==> src/rtl/dbg_commit_queue_pkg.sv <==
// Shared definitions for the debugger commit path.
// The commit record is the unit the write-back unit retires and the DPI
// bridge consumes; the WBU, this queue and the bridge wrapper all reuse it.
package dbg_commit_queue_pkg;

  localparam int XLEN   = 32;
  localparam int GPR_AW = 5;
  localparam int CSR_AW = 12;

  typedef struct packed {
    logic [XLEN-1:0]   pc;
    logic [XLEN-1:0]   inst;
    logic              gpr_wen;
    logic [GPR_AW-1:0] gpr_waddr;
    logic [XLEN-1:0]   gpr_wdata;
    logic              csr_wen;
    logic [CSR_AW-1:0] csr_waddr;
    logic [XLEN-1:0]   csr_wdata;
    logic              brk;
    logic              ivd;
  } commit_rec_t;

  localparam int REC_W = $bits(commit_rec_t);

  // The bridge takes every register address as a full 32-bit word.
  function automatic logic [XLEN-1:0] zext_gpr(input logic [GPR_AW-1:0] a);
    return {{(XLEN-GPR_AW){1'b0}}, a};
  endfunction

  function automatic logic [XLEN-1:0] zext_csr(input logic [CSR_AW-1:0] a);
    return {{(XLEN-CSR_AW){1'b0}}, a};
  endfunction

endpackage

==> src/rtl/commit_fifo.sv <==
// Generic DEPTH-entry synchronous FIFO with full/empty flags.
// Ports:
//   clk, reset (async, active-low)
//   push/wdata : write one entry (ignored when full unless popping too)
//   pop        : drop the head entry (ignored when empty)
//   rdata      : head entry, valid whenever !empty
//   full/empty : occupancy flags from registered pointers only
module commit_fifo #(
  parameter int DEPTH = 4,
  parameter int WIDTH = 8
) (
  input  logic             clk,
  input  logic             reset,
  input  logic             push,
  input  logic [WIDTH-1:0] wdata,
  input  logic             pop,
  output logic [WIDTH-1:0] rdata,
  output logic             full,
  output logic             empty
);

  localparam int AW    = $clog2(DEPTH);
  localparam int PTR_W = AW + 1;

  // One extra pointer bit tells a full ring apart from an empty one.
  logic [PTR_W-1:0] wr_ptr_q, wr_ptr_d;
  logic [PTR_W-1:0] rd_ptr_q, rd_ptr_d;
  logic [WIDTH-1:0] mem_q [DEPTH];
  logic             push_ok;
  logic             pop_ok;

  assign full  = (wr_ptr_q[AW] != rd_ptr_q[AW]) &&
                 (wr_ptr_q[AW-1:0] == rd_ptr_q[AW-1:0]);
  assign empty = (wr_ptr_q == rd_ptr_q);
  assign rdata = mem_q[rd_ptr_q[AW-1:0]];

  assign pop_ok  = pop && !empty;
  assign push_ok = push && (!full || pop_ok);

  // NOTE: every signal written here gets a default first, so no path
  // leaves it unassigned and no latch is inferred.
  always_comb begin
    wr_ptr_d = wr_ptr_q;
    rd_ptr_d = rd_ptr_q;
    if (push_ok) wr_ptr_d = wr_ptr_q + PTR_W'(1);
    if (pop_ok)  rd_ptr_d = rd_ptr_q + PTR_W'(1);
  end

  // NOTE: state flops use non-blocking assignments so every flop samples
  // pre-edge values regardless of process ordering.
  always_ff @(posedge clk or negedge reset) begin
    if (!reset) begin
      wr_ptr_q <= '0;
      rd_ptr_q <= '0;
    end else begin
      wr_ptr_q <= wr_ptr_d;
      rd_ptr_q <= rd_ptr_d;
    end
  end

  // NOTE: storage has no reset; the pointers alone define which entries
  // are live, so clearing the array would only cost reset fan-out.
  always_ff @(posedge clk) begin
    if (push_ok) mem_q[wr_ptr_q[AW-1:0]] <= wdata;
  end

endmodule

==> src/rtl/dbg_commit_queue.sv <==
// Commit replay queue between the write-back unit and the debugger DPI
// bridge. Buffers retired-instruction records and replays them in order,
// one per cycle, freezing on the first ebreak / invalid record.
// Ports:
//   clk, reset (async, active-low)
//   in_*   : WBU record with valid/ready handshake
//   out_*  : bridge inputs; pc/inst/addr/data hold, done/wen/brk/ivd pulse
//   halted : sticky stop flag, cleared only by reset
//   retired: number of replayed records (wraps)
module dbg_commit_queue
  import dbg_commit_queue_pkg::*;
#(
  parameter int DEPTH = 4,
  parameter int CNT_W = 32
) (
  input  logic              clk,
  input  logic              reset,
  input  logic              in_valid,
  output logic              in_ready,
  input  logic [31:0]       in_pc,
  input  logic [31:0]       in_inst,
  input  logic              in_gpr_wen,
  input  logic [4:0]        in_gpr_waddr,
  input  logic [31:0]       in_gpr_wdata,
  input  logic              in_csr_wen,
  input  logic [11:0]       in_csr_waddr,
  input  logic [31:0]       in_csr_wdata,
  input  logic              in_brk,
  input  logic              in_ivd,
  output logic [31:0]       out_pc,
  output logic [31:0]       out_inst,
  output logic              out_done,
  output logic              out_gpr_wen,
  output logic [31:0]       out_gpr_waddr,
  output logic [31:0]       out_gpr_wdata,
  output logic              out_csr_wen,
  output logic [31:0]       out_csr_waddr,
  output logic [31:0]       out_csr_wdata,
  output logic              out_brk,
  output logic              out_ivd,
  output logic              halted,
  output logic [CNT_W-1:0]  retired
);

  commit_rec_t      in_rec;
  commit_rec_t      head_rec;
  logic [REC_W-1:0] head_bits;
  logic             fifo_full;
  logic             fifo_empty;
  logic             push;
  logic             pop;

  // Last replayed record; its flag bits only reach the outputs while done_q.
  commit_rec_t      rec_q, rec_d;
  logic             done_q, done_d;
  logic             halted_q, halted_d;
  logic [CNT_W-1:0] retired_q, retired_d;

  assign in_rec = '{pc: in_pc, inst: in_inst,
                    gpr_wen: in_gpr_wen, gpr_waddr: in_gpr_waddr, gpr_wdata: in_gpr_wdata,
                    csr_wen: in_csr_wen, csr_waddr: in_csr_waddr, csr_wdata: in_csr_wdata,
                    brk: in_brk, ivd: in_ivd};

  // No ready bypass: a full queue refuses even when it pops this cycle.
  assign in_ready = !fifo_full && !halted_q;
  assign push     = in_valid && in_ready;
  assign pop      = !fifo_empty && !halted_q;
  assign head_rec = head_bits;

  commit_fifo #(
    .DEPTH (DEPTH),
    .WIDTH (REC_W)
  ) u_fifo (
    .clk   (clk),
    .reset (reset),
    .push  (push),
    .wdata (in_rec),
    .pop   (pop),
    .rdata (head_bits),
    .full  (fifo_full),
    .empty (fifo_empty)
  );

  always_comb begin
    rec_d     = rec_q;
    done_d    = 1'b0;
    halted_d  = halted_q;
    retired_d = retired_q;
    if (pop) begin
      rec_d     = head_rec;
      done_d    = 1'b1;
      // The halting record itself is still replayed and counted.
      halted_d  = halted_q | head_rec.brk | head_rec.ivd;
      retired_d = retired_q + CNT_W'(1);
    end
  end

  always_ff @(posedge clk or negedge reset) begin
    if (!reset) begin
      rec_q     <= '0;
      done_q    <= 1'b0;
      halted_q  <= 1'b0;
      retired_q <= '0;
    end else begin
      rec_q     <= rec_d;
      done_q    <= done_d;
      halted_q  <= halted_d;
      retired_q <= retired_d;
    end
  end

  assign out_pc        = rec_q.pc;
  assign out_inst      = rec_q.inst;
  assign out_done      = done_q;
  assign out_gpr_wen   = done_q & rec_q.gpr_wen;
  assign out_gpr_waddr = zext_gpr(rec_q.gpr_waddr);
  assign out_gpr_wdata = rec_q.gpr_wdata;
  assign out_csr_wen   = done_q & rec_q.csr_wen;
  assign out_csr_waddr = zext_csr(rec_q.csr_waddr);
  assign out_csr_wdata = rec_q.csr_wdata;
  assign out_brk       = done_q & rec_q.brk;
  assign out_ivd       = done_q & rec_q.ivd;
  assign halted        = halted_q;
  assign retired       = retired_q;

endmodule

==> config.mk <==
export PLATFORM = sky130hd
export DESIGN_NAME = dbg_commit_queue
export DESIGN_NICKNAME = d
export VERILOG_FILES = /design/src/rtl/dbg_commit_queue_pkg.sv /design/src/rtl/commit_fifo.sv /design/src/rtl/dbg_commit_queue.sv
export SDC_FILE = /design/constraint.sdc
export NUM_CORES = 1
export LEC_CHECK = 0
export ABC_CLOCK_PERIOD_IN_PS = 15700
export BUFFER_PORTS_ARGS = -buffer_cell sky130_fd_sc_hd__buf_2
export CELL_PAD_IN_SITES_DETAIL_PLACEMENT = 0
export CELL_PAD_IN_SITES_GLOBAL_PLACEMENT = 2
export CORE_ASPECT_RATIO = 1.75
export CORE_UTILIZATION = 28
export CTS_CLUSTER_SIZE = 40
export DETAILED_ROUTE_END_ITERATION = 10
export PLACE_DENSITY_LB_ADDON = 0.15
export REMOVE_ABC_BUFFERS = 1
export SYNTH_ARGS = -nofsm -noshare
export SYNTH_HDL_FRONTEND = slang
export SYNTH_SLANG_ARGS = --single-unit
==> constraint.sdc <==
create_clock -name clk -period 15.7 [get_ports clk]
set_input_delay 2.355 -clock clk [delete_from_list [all_inputs] [get_ports clk]]
set_output_delay 2.355 -clock clk [all_outputs]
set_load 0.005 [all_outputs]
==> metrics.txt <==
# TYPE chip_impl_metric gauge
chip_impl_metric{name="area_growth_from_synthesis_to_layout",unit="%"} 15.7
chip_impl_metric{name="drive_above_1_share",unit="%"} 30.7
chip_impl_metric{name="avgViaCountPerCell",unit=""} 4.26
chip_impl_metric{name="arrival",unit="ns"} 2.36
chip_impl_metric{name="netlist_area_before_placement",unit="um^2"} 30500
chip_impl_metric{name="maximum_number_of_pins_on_one_net_before_global_route_repair",unit=""} 113
chip_impl_metric{name="ctsResizeCount",unit=""} 0
chip_impl_metric{name="initial_antenna_violation_count",unit=""} 39
chip_impl_metric{name="total_non_filler_cell_area_in_the_finished_layout",unit="um^2"} 35200
chip_impl_info{name="r2r-end",value="u_fifo.mem_q[1][139]"} 1
chip_impl_metric{name="place.gp.congestion",unit=""} 0.695
chip_impl_metric{name="top_level_ports",unit=""} 383
chip_impl_info{name="synth_commonest_cells",value="sky130_fd_sc_hd__edfxtp_1 (596), sky130_fd_sc_hd__nand2_1 (464), sky130_fd_sc_hd__buf_4 (202)"} 1
chip_impl_info{name="synth.most_common_cell",value="sky130_fd_sc_hd__edfxtp_1"} 1
chip_impl_metric{name="die_h",unit="um"} 438
chip_impl_metric{name="syn_avg_cell_area",unit="um^2"} 17.1
chip_impl_metric{name="power-per-cell-area",unit="nW/um^2"} 151
chip_impl_metric{name="simple_gate_portion_of_the_synthesized_area",unit="%"} 6.91
chip_impl_info{name="timing.setup.critical_path_class",value="reg -> out"} 1
chip_impl_metric{name="postSynthCellCount",unit=""} 1781
chip_impl_metric{name="average_routed_wire_per_standard_cell",unit="um"} 21.1
chip_impl_metric{name="period_utilization",unit="%"} 30.0
chip_impl_metric{name="synth_fa_ha_area_share",unit="%"} 0.246
chip_impl_info{name="outcome",value="finished, final reports clean"} 1
chip_impl_metric{name="post_synth_xor_area_fraction",unit="%"} 1.24
chip_impl_metric{name="cts-buffers-inserted",unit=""} 79
chip_impl_metric{name="route.antenna.remaining_nets",unit=""} 0
chip_impl_metric{name="gr-usage-all-layers",unit="%"} 13.7
chip_impl_metric{name="timing.setup.tns",unit="ns"} 0
chip_impl_info{name="regToRegStartpoint",value="u_fifo.rd_ptr_q[0]"} 1
chip_impl_metric{name="post-cts-setup-buffer-count",unit=""} 0
chip_impl_metric{name="fin_worst_skew",unit="ns"} 0.0234
chip_impl_metric{name="drc",unit=""} 0
chip_impl_info{name="ctsRootBufferMaster",value="sky130_fd_sc_hd__clkbuf_16"} 1
chip_impl_metric{name="grt_pass1_vias",unit=""} 16264
chip_impl_metric{name="grt_overflow_total",unit=""} 0
chip_impl_info{name="worst_hold_startpoint",value="out_inst[5]"} 1
chip_impl_metric{name="multi_input_comb_area",unit="um^2"} 6190
chip_impl_metric{name="max-clock-path-buffers",unit=""} 3
chip_impl_metric{name="slew_headroom",unit="%"} 24.4
chip_impl_metric{name="floorplan.initialDensity",unit="%"} 28.3
chip_impl_metric{name="synth_mux_area_share",unit="%"} 11.0
chip_impl_metric{name="worst_slew_pin_slew",unit="ns"} 1.13
chip_impl_metric{name="total_number_of_vias",unit=""} 14991
chip_impl_metric{name="synth-seq-area-share",unit="%"} 74.3
chip_impl_metric{name="final_critical_path_time_including_i_o_delays_and_setup",unit="ns"} 4.72
chip_impl_metric{name="final_core_utilization",unit="%"} 32.7
chip_impl_metric{name="cts_num_sinks",unit=""} 785
chip_impl_metric{name="timing.final.max_slew_violations",unit=""} 0
chip_impl_metric{name="asyncSetResetFlopFracSynth",unit="%"} 24.1
chip_impl_metric{name="report.final.hold_viol_count",unit=""} 0
chip_impl_metric{name="die-area",unit="um^2"} 110000
chip_impl_metric{name="cap_viol_max_count",unit=""} 0
chip_impl_metric{name="max_clock_freq",unit="GHz"} 0.212
chip_impl_metric{name="synth_top_area_share",unit="%"} 58.7
chip_impl_info{name="main_combinational_cell_family_by_area_after_synthesis",value="multiplexers"} 1
chip_impl_metric{name="synth-seq-cells",unit=""} 785
chip_impl_metric{name="fin_nets",unit=""} 2153
chip_impl_metric{name="core_area",unit="um^2"} 108000
chip_impl_metric{name="post_cts_hold_fix_bufs",unit=""} 0
chip_impl_info{name="grt_setup_unrepaired",value="false"} 1
chip_impl_metric{name="regToRegSetupSlack",unit="ns"} 11.56
chip_impl_info{name="timing.critical_path.to_type",value="output port"} 1
chip_impl_metric{name="synth_compound_gate_area_share",unit="%"} 0.255
chip_impl_metric{name="die-width",unit="um"} 251
chip_impl_metric{name="hold-worst-slack",unit="ns"} 0.468
chip_impl_metric{name="dr.pass1.iters",unit=""} 5
chip_impl_info{name="synth.top_cells.by_area",value="sky130_fd_sc_hd__edfxtp_1 (59%), sky130_fd_sc_hd__dfrtp_1 (16%), sky130_fd_sc_hd__mux4_2 (11%), sky130_fd_sc_hd__nand2_1 (5.7%), sky130_fd_sc_hd__buf_4 (5.0%)"} 1
chip_impl_info{name="synth-main-ff-cell",value="sky130_fd_sc_hd__edfxtp_1"} 1
chip_impl_metric{name="yosysUniqueCellTypes",unit=""} 31
chip_impl_metric{name="worstPathMaxFanout",unit=""} 43
chip_impl_metric{name="postLayoutSetupSlackWorst",unit="ns"} 10.98
chip_impl_metric{name="filler_cell_count",unit=""} 10538
chip_impl_metric{name="final-setup-viol-count",unit=""} 0
chip_impl_info{name="hold_end",value="out_inst[5]"} 1
chip_impl_info{name="hp-class",value="reg -> reg"} 1
chip_impl_metric{name="grt_pass1_wl",unit="um"} 111000
chip_impl_metric{name="dp.final_hpwl",unit="um"} 44000
chip_impl_metric{name="min_delay_path_depth",unit=""} 2
chip_impl_metric{name="synth-edff-count",unit=""} 596
chip_impl_metric{name="pre_cts_ws",unit="ns"} 10.27
chip_impl_info{name="start_kind",value="flip-flop"} 1
chip_impl_metric{name="clk_pin_slew_worst_paths",unit="ns"} 0.07
chip_impl_metric{name="synthesis.yosys.warnings",unit=""} 0
chip_impl_metric{name="std_cell_rows",unit=""} 159
chip_impl_metric{name="cp_data_required_time",unit="ns"} 13.35
chip_impl_metric{name="route.final.wire_length",unit="um"} 74300
chip_impl_metric{name="vdd.ir_drop.worst",unit="mV"} 0.0705
chip_impl_metric{name="worst_skew_pair.late_latency",unit="ns"} 0.66
chip_impl_info{name="synth_top_cell_by_area",value="sky130_fd_sc_hd__edfxtp_1"} 1
chip_impl_metric{name="cts-htree-levels",unit=""} 3
chip_impl_metric{name="io_buffers",unit=""} 335
chip_impl_metric{name="p_leak",unit="nW"} 13.2
chip_impl_info{name="cts_tree",value="built"} 1
chip_impl_metric{name="placement.cell_area",unit="um^2"} 32500
chip_impl_metric{name="worstRegToRegCells",unit=""} 5
chip_impl_metric{name="register_area",unit="um^2"} 22600
chip_impl_metric{name="drt_iter0_drcs",unit=""} 735
-- layout by cell type, fill, tap and decap left out, drive strengths merged --
cell type    n
nand3       14
buf        351
diode        6
o21ai        2
nand4       19
inv         11
nand2      464
nor2         5
and3         4
xnor2       34
a311oi       2
mux4       149
xor2         5
dfrtp      189
a31o         1
nor4         2
clkinvlp     1
conb        47
and2         9
nand2b       1
clkinv      17
a31oi        1
bufinv      10
ha           6
nor3         5
and4         2
clkbuf     113
nand4b       1
edfxtp     596
-- worst max-delay path, cell delays in order (launching register included) --
cell	delay [ns]
sky130_fd_sc_hd__dfrtp_4	1.11
sky130_fd_sc_hd__xnor2_4	0.24
sky130_fd_sc_hd__a31oi_1	0.18
sky130_fd_sc_hd__buf_2	0.16
-- metal layers --
| metal | global-route usage (%) | part of all wire (%) |
|---|---|---|
| met5 | 0 | 0.40 |
| met4 | 5.08 | 2.5 |
| met3 | 4.24 | 6.7 |
| met2 | 23.6 | 50 |
| met1 | 16.0 | 40 |
-- worst max-delay path by stage --
stage | from | end | slack [ns] | depth (start not counted)
after floorplan | u_fifo.rd_ptr_q[0] | u_fifo.mem_q[3][0] | 5.12 | 3
after CTS | u_fifo.rd_ptr_q[0] | in_ready | 10.77 | 3
final | u_fifo.rd_ptr_q[0] | in_ready | 10.98 | 3
after global routing | u_fifo.rd_ptr_q[0] | in_ready | 10.70 | 3
after detailed placement | in_valid | u_fifo.mem_q[1][69] | 10.27 | 6
after global placement | in_valid | u_fifo.mem_q[1][69] | 10.28 | 6
-- cell families after synthesis --
kind of cell,count (synthesis)
buffers and inverters,269
adder cells (fa/ha/maj),6
flip-flops,785
XOR/XNOR,39
AO/OA/AOI/OAI,6
other,1
AND/OR/NAND/NOR,526
multiplexers,149
-- where the power goes --
group	leakage [nW]	total [mW]	internal, mW	switching, mW
clock	1.34	2.00	1.18	0.817
combinational	4.16	0.826	0.435	0.391
sequential	7.73	2.50	2.36	0.135
total	13.2	5.32	3.98	1.34
-- stage by stage --
stage / power [mW] / instances
after global placement: 3.41 / 3363
after global routing: 5.59 / 3515
after detailed placement: 3.41 / 3363
after floorplan: 3.17 / 1563
final: 5.32 / 3516
after CTS: 5.45 / 3510
-- sequential cells by signal (all words and copies together) (netlist names), 3 cells and up --
name and count:
u_fifo.mem_q 596, out_gpr_wdata 32, out_pc 32, out_inst 32, out_gpr_waddr 5, rec_q 4
retired 32, u_fifo.rd_ptr_q 3, out_csr_wdata 32, out_csr_waddr 12, u_fifo.wr_ptr_q 3
-- layout make-up --
class | instances | area share, %
Tap cell | 1449 | 5.14
Timing Repair Buffer | 351 | 5.23
Sequential cell | 785 | 64.2
Inverter | 5 | 0.0674
Antenna cell | 6 | 0.0426
Clock buffer | 113 | 6.47
Multi-Input combinational cell | 773 | 17.6
Clock inverter | 34 | 1.27
(Power assumes the default switching activity.)
